### src/rtl/out_port_arbiter.sv
// rtl/out_port_arbiter.sv - wormhole round-robin output-port arbiter with downstream credit tracking
module out_port_arbiter #(
    parameter int CREDITS = 4,
    parameter int CNT_W   = 3
) (
    input  logic             clk,
    input  logic             rst_n,
    input  logic [4:0]       req,
    input  logic [4:0]       tail,
    input  logic             credit_in,
    output logic [4:0]       sel_out,
    output logic [4:0]       rd_en,
    output logic             flit_out_v,
    output logic [CNT_W-1:0] credit_cnt,
    output logic             busy
);
    typedef enum logic {IDLE, LOCK} state_t;

    localparam logic [CNT_W-1:0] CRED_MAX = CREDITS[CNT_W-1:0];

    state_t           r_state, w_state_nxt;
    logic [4:0]       r_sel, w_sel_nxt;
    logic [2:0]       r_owner, w_owner_nxt;
    logic [2:0]       r_rr_ptr, w_rr_ptr_nxt;
    logic [2:0]       w_winner;
    logic             w_xfer;
    logic [CNT_W-1:0] r_credit_cnt, w_credit_nxt;

    // First requester at or after the pointer, wrapping modulo 5.
    function automatic logic [2:0] rr_pick(input logic [4:0] r, input logic [2:0] p);
        logic [2:0] pick;
        logic [3:0] idx;
        pick = p;
        for (int k = 4; k >= 0; k--) begin
            idx = {1'b0, p} + 4'(k);
            if (idx >= 4'd5) idx = idx - 4'd5;
            if (r[idx[2:0]]) pick = idx[2:0];
        end
        return pick;
    endfunction

    assign w_winner   = rr_pick(req, r_rr_ptr);
    assign w_xfer     = (r_state == LOCK) && req[r_owner] && (r_credit_cnt != '0);
    assign rd_en      = w_xfer ? (5'b00001 << r_owner) : 5'b00000;
    assign flit_out_v = |rd_en;
    assign sel_out    = r_sel;
    assign busy       = (r_state == LOCK);
    assign credit_cnt = r_credit_cnt;

    always_ff @(posedge clk or negedge rst_n) begin
        if (!rst_n) begin
            r_state      <= IDLE;
            r_sel        <= 5'b00000;
            r_owner      <= 3'd0;
            r_rr_ptr     <= 3'd0;
            r_credit_cnt <= CRED_MAX;
        end else begin
            r_state      <= w_state_nxt;
            r_sel        <= w_sel_nxt;
            r_owner      <= w_owner_nxt;
            r_rr_ptr     <= w_rr_ptr_nxt;
            r_credit_cnt <= w_credit_nxt;
        end
    end

    always_comb begin
        w_state_nxt  = r_state;
        w_sel_nxt    = r_sel;
        w_owner_nxt  = r_owner;
        w_rr_ptr_nxt = r_rr_ptr;
        case (r_state)
            IDLE: begin
                if (|req) begin
                    w_state_nxt = LOCK;
                    w_owner_nxt = w_winner;
                    w_sel_nxt   = 5'b00001 << w_winner;
                end
            end
            LOCK: begin
                // Only the tail pop releases the port; bubbles and stalls hold it.
                if (w_xfer && tail[r_owner]) begin
                    w_state_nxt  = IDLE;
                    w_sel_nxt    = 5'b00000;
                    w_rr_ptr_nxt = (r_owner == 3'd4) ? 3'd0 : r_owner + 3'd1;
                end
            end
            default: begin
                w_state_nxt = IDLE;
                w_sel_nxt   = 5'b00000;
            end
        endcase
    end

    always_comb begin
        w_credit_nxt = r_credit_cnt;
        if (w_xfer && !credit_in)
            w_credit_nxt = r_credit_cnt - 1'b1;
        else if (!w_xfer && credit_in && r_credit_cnt != CRED_MAX)
            w_credit_nxt = r_credit_cnt + 1'b1;
    end

    // A returned credit with the counter already full means the downstream over-returned.
    a_credit_overflow: assert property (@(posedge clk) disable iff (!rst_n)
        !(credit_in && !w_xfer && r_credit_cnt == CRED_MAX));

endmodule

### config.mk
export PLATFORM = sky130hd
export DESIGN_NAME = out_port_arbiter
export DESIGN_NICKNAME = d
export VERILOG_FILES = /design/src/rtl/out_port_arbiter.sv
export SDC_FILE = /design/constraint.sdc
export NUM_CORES = 1
export LEC_CHECK = 0
export CAP_MARGIN = 15
export CORE_MARGIN = 10
export CORE_UTILIZATION = 30
export DETAILED_ROUTE_END_ITERATION = 8
export GPL_ROUTABILITY_DRIVEN = 0
export GPL_TIMING_DRIVEN = 0
export PLACE_DENSITY = 0.57
export SYNTH_ARGS = -nofsm -noshare
export SYNTH_HDL_FRONTEND = slang
export SYNTH_SLANG_ARGS = --single-unit
export TNS_END_PERCENT = 50
### constraint.sdc
create_clock -name clk -period 3.82 [get_ports clk]
set_input_delay 0.764 -clock clk [delete_from_list [all_inputs] [get_ports clk]]
set_output_delay 0.764 -clock clk [all_outputs]
set_load 0.01 [all_outputs]
# Word-level counts from Yosys, hierarchy flattened
# Index checks and enable logic that the tools add are counted.
# word_totals
mem_bits_ro,0
latch_bits,0
mem_bits_rw,0
output_inout_bits,15
elab_cells,84
mem_count,0
inputBits,13
regBits,15
# classes
order_cmp,11
reduce_logical,15
n_bitwise,1
shifts,2
n_eq_ne,4
n_addsub,12
mul,0
div_mod_pow,0
muxes,34
# ops
cell,count
3-bit 2-to-1 mux,13
3-bit by 4-bit < comparator with 1-bit output (second input constant),6
1-bit binary-select mux with 3-bit select,7
4-bit by 3-bit greater-or-equal comparator with 1-bit output (second input constant),4
5-bit 2-to-1 mux,3
3-bit subtractor (second input constant),5
5-bit one-hot mux with 2 select lines,1
5-bit OR reduction,2
1-bit by 3-bit left shift with 5-bit output (first input constant),2
1-bit 2-to-1 mux,9
3-bit by 2-bit adder with 4-bit output (second input constant),2
3-bit by 1-bit adder with 3-bit output (second input constant),2
1-bit logical AND,6
2-bit AND reduction,3
3-bit by 1-bit adder with 4-bit output (second input constant),1
3-bit by 3-bit adder with 4-bit output (second input constant),1
3-bit == test (second input constant),1
3-bit greater-or-equal comparator (second input constant),1
3-bit inequality test (second input constant),1
3-bit nonzero test,1
3-bit by 1-bit subtractor with 3-bit output (second input constant),1
1-bit zero test,2
2-bit by 1-bit inequality test with 1-bit output (second input constant),1
2-bit inequality test (second input constant),1
other kinds (3),3

# Longest topological paths before layout
# Gate-level depths: netlist of run 1.
# logic_depth
depth_word,13
depth_mapped,13
mapped_depth_nobuf,12

# Worst setup path after synthesis of run 1
# Ideal clock, no wire load.
# synth_path
kind,register -> register
from,reg r_rr_ptr[1]
to,reg r_sel[0] (netlist: sel_out[0])
stages_incl_launch_ff,12
required_ns,3.698
arrival_ns,2.919
path_slack_ns,0.779
period_less_slack_ns,3.041
setup_ns,0.122
n_path_buf,2
path_cell_list,dfrtp_1 -> buf_4 -> inv_1 -> ha_1 -> buf_6 -> mux4_1 -> nor3b_2 -> or3_4 -> a21oi_2 -> o21a_1 -> a311oi_2 -> a32o_1
# synth_via
elab_chain_len,13
word_cells_on_any_way,37
cone_classes,add/sub: 9; order compare: 5; shift: 1; mux: 22
# synth_lines
item,line,source
from (decl),24,"logic [2:0] r_rr_ptr, w_rr_ptr_nxt;"
from (signal assigned),61,r_rr_ptr <= w_rr_ptr_nxt;
3-bit by 3-bit adder with 4-bit output,35,"idx = {1'b0, p} + 4'(k);"
4-bit by 3-bit greater-or-equal comparator with 1-bit output or 3-bit subtractor (tied branches),36,if (idx >= 4'd5) idx = idx - 4'd5;
3-bit 2-to-1 mux,36,
1-bit binary-select mux with 3-bit select,37,if (r[idx[2:0]]) pick = idx[2:0];
1-bit 2-to-1 mux (implied by the code),37,
3-bit 2-to-1 mux (4 in a row),37,
3-bit 2-to-1 mux (*),37,
1-bit by 3-bit left shift with 5-bit output (*),76,w_sel_nxt = 5'b00001 << w_winner;
5-bit 2-to-1 mux (*),73,if (|req) begin
5-bit one-hot mux with 2 select lines (*),71,case (r_state)
to (signal assigned),59,r_sel <= w_sel_nxt;
to (decl),22,"logic [4:0] r_sel, w_sel_nxt;"
# Every way passes the cells marked *; elsewhere a longest branch is shown, timed or not. The select of a mux whose other input is x is not followed.
# A chain may end at the register's enable or synchronous reset.

# Final worst setup path of run 1
# layout_path
from,in req[3]
to,out rd_en[1]
# layout_via
elab_chain_len,5
# layout_lines
item,line,source
from (decl),8,"input logic [4:0] req,"
1-bit binary-select mux with 3-bit select,43,assign w_xfer = (r_state == LOCK) && req[r_owner] && (r_credit_cnt != '0);
1-bit 2-to-1 mux (implied by the code),43,
1-bit logical AND (2 in a row),43,
5-bit 2-to-1 mux,44,assign rd_en = w_xfer ? (5'b00001 << r_owner) : 5'b00000;
to (decl),12,"output logic [4:0] rd_en,"
# Every way passes these cells. The select of a mux whose other input is x is not followed.

==> results of run 1 <==
-- cell usage in the layout (no fill, tap or decap), types with 3 or more instances in the layout --
master	n
nand2_1	28
nor2_1	27
clkdlybuf4s50_1	25
a21oi_1	18
dfrtp_1	14
ha_1	13
inv_1	11
nand2b_1	11
o21ai_0	11
nor3_1	9
mux2i_1	9
buf_2	7
o31ai_1	5
nand3b_1	5
nor2b_1	5
mux4_2	4
and3_1	4
o21bai_1	4
nand3_1	3
buf_4	3
nor3b_1	3
o22ai_1	3
xnor2_1	3
o211ai_1	3
clkbuf_8	3
-- per-stage QoR --
step	hold slack, ns	std cells	setup WS [ns]	utilization
floorplan	0.468	267	0.779	-
global placement	0.486	389	-0.0165	0.370
detailed placement	0.485	389	-0.0334	0.370
CTS	0.501	393	0.00758	0.378
global route	0.506	393	0.0609	0.378
finish	0.496	393	0.144	0.378
-- path summary, 6_finish.rpt --
check | end | slack, ns | depth (start not counted)
setup / recovery | rd_en[1] | 0.14 | 8
hold / removal | sel_out[3] | 0.50 | 2
setup reg to reg | sel_out[0] | 0.30 | 11
hold reg to reg | sel_out[3] | 0.50 | 2
max in group asynchronous | r_rr_ptr[1] | 2.43 | 1
min in group asynchronous | r_owner[0] | 0.94 | 1
-- area by class of cell --
cell class	count	area, µm²	area share
Multi-Input combinational cell	224	1660	0.636
Sequential cell	15	377	0.144
Timing Repair Buffer	26	263	0.101
Tap cell	96	120	0.0460
Buffer	16	100	0.0383
Inverter	12	45.0	0.0172
Clock buffer	3	41.3	0.0158
Clock inverter	1	5.00	0.00192
-- registers in the layout (all words and copies together) (netlist names) --
signal	flops
sel_out	5
r_owner	3
busy	1
r_rr_ptr	3
credit_cnt	3
-- kinds of logic (layout without fill, tap and decap cells) --
logic type	count (synthesis)	count (layout)	synth area share
simple gates	111	111	0.268
flops	15	15	0.173
buf+inv	28	58	0.0649
xor+xnor	5	5	0.0236
mux	18	18	0.118
compound gates	75	75	0.259
fa+ha+maj	15	15	0.0931
-- critical path, stage by stage --
cell and delay [ns]:
clkdlybuf4s50_1 0.43, clkbuf_4 0.20, mux4_2 0.47, nand2_1 0.07
nand2_1 0.08, nor2b_2 0.19, and3_1 0.22, clkdlybuf4s50_1 0.48
-- per-layer routing --
layer | global-route usage | vias up | wire length (µm)
met4 | 0.0314 | 0 | 123
li1 | - | 1041 | -
met2 | 0.174 | 78 | 2930
met1 | 0.144 | 1000 | 2910
met3 | 0.0141 | 12 | 336
met5 | 0 | - | 0
-- repair_timing --
item | 4_1_cts | 5_1_grt
gates cloned | 0 | 0
resized for setup | 2 | 2
endpoints found under the setup margin | 1 | 1
buffers inserted | 0 | 0
==> metrics.txt, run 1 <==
fin crit period=3.68 ns; count leader, synth=nand2_1; synthesized cell area=2180 µm²; FFs w/ async S/R, synth=1.00; Final Skew=0.00101 ns; Crit. Startpoint=req[3]; post-synth cell types=70; Routed Antenna Nets=0; Synth area leader=dfrtp_1; type of origin of the critical path=input port; clock buffer count from CTS=3; clk_lat worst skew=0.25 ns; final wirelength=6300 µm; ratio of cells with drive above 1 in the final layout=0.155; worst relative slew slack=0.523; Root Driver=clkbuf_8; RSZ-0062 raised after global routing=false; DR WL/cell=16.0 µm; Worst EP required=3.06 ns; IO Port Bufs=26; Total Nets Final=326; grt total ovfl=0; DIE AREA=11100 µm²; MaxCap Viol Count=0; I/O Pins=28; Post-DP Area=2560 µm²; syn avg cell area=8.15 µm²; HP Class=flop to flop; Period Utilization, post-route=0.962; number of global-route vias before repair=1955; number of enable flip-flop cells after synthesis=0; largest cells by area after synthesis=dfrtp_1, ha_1, nand2_1; Pre-antenna DRT Iters=4; Max FO, Critical Path=10; total core area=6910 µm²; synth cell count leaders=nand2_1, nor2_1, a21oi_1, dfrtp_1, ha_1; Hold-fix buffers, CTS=0; Hold Violations, Final=0; largest net degree at the start of global routing=16; CP Data Arrival Time=2.91 ns; register area share after synthesis=0.173; ANT cells=0; Synth Warn #=0; fmax=0.272 GHz; clk buf depth=2; Iteration-0 DRC Markers=166; Die Height=105 µm; Crit Path Class=input port to primary output; area growth from synthesis to layout=20.0%; first-pass GRT wire length=10100 µm; Initial Utilization=0.315; clk sinks=15; Hold Crit Start=sel_out[3]; Final Max Slew Viols=0; via count=2131; Worst-Margin Slew=0.714 ns; vias per cell=5.42; ys flop type=dfrtp_1; count of final setup violators=0; top-area cell type share of the netlist area=0.161; H-tree Lvls=1; Yosys reg bits=15; Post-Syn Nets=295; Filler cells=740; Worst-path clk slew=0.06 ns; Critical Path Sink Type=primary output; worst r2r src=r_rr_ptr[1]; status=complete, no violations; Final TNS setup=0 ns; Die Width=105 µm; DRC=0; HPWL after detailed placement=4900 µm; FP Rows=30; Overall Global Routing Usage=0.107; antenna violations before repair=0; post-route cell area=2610 µm²; CTS tree=done; Mapped Cells=267
Power of run 1 is left out: the tool's default activity adds up to more than one toggle a clock period on the data nets, which glitch-free logic cannot reach.
==> run 2, diff against run 1 <==
Settings changed: CTS_CLUSTER_DIAMETER set to 200, CTS_CLUSTER_SIZE set to 16.
==> results of run 2 <==
Same layout as run 1: the final DEF is identical, and so are final timing and power.
Power of run 2 is left out for the same reason.
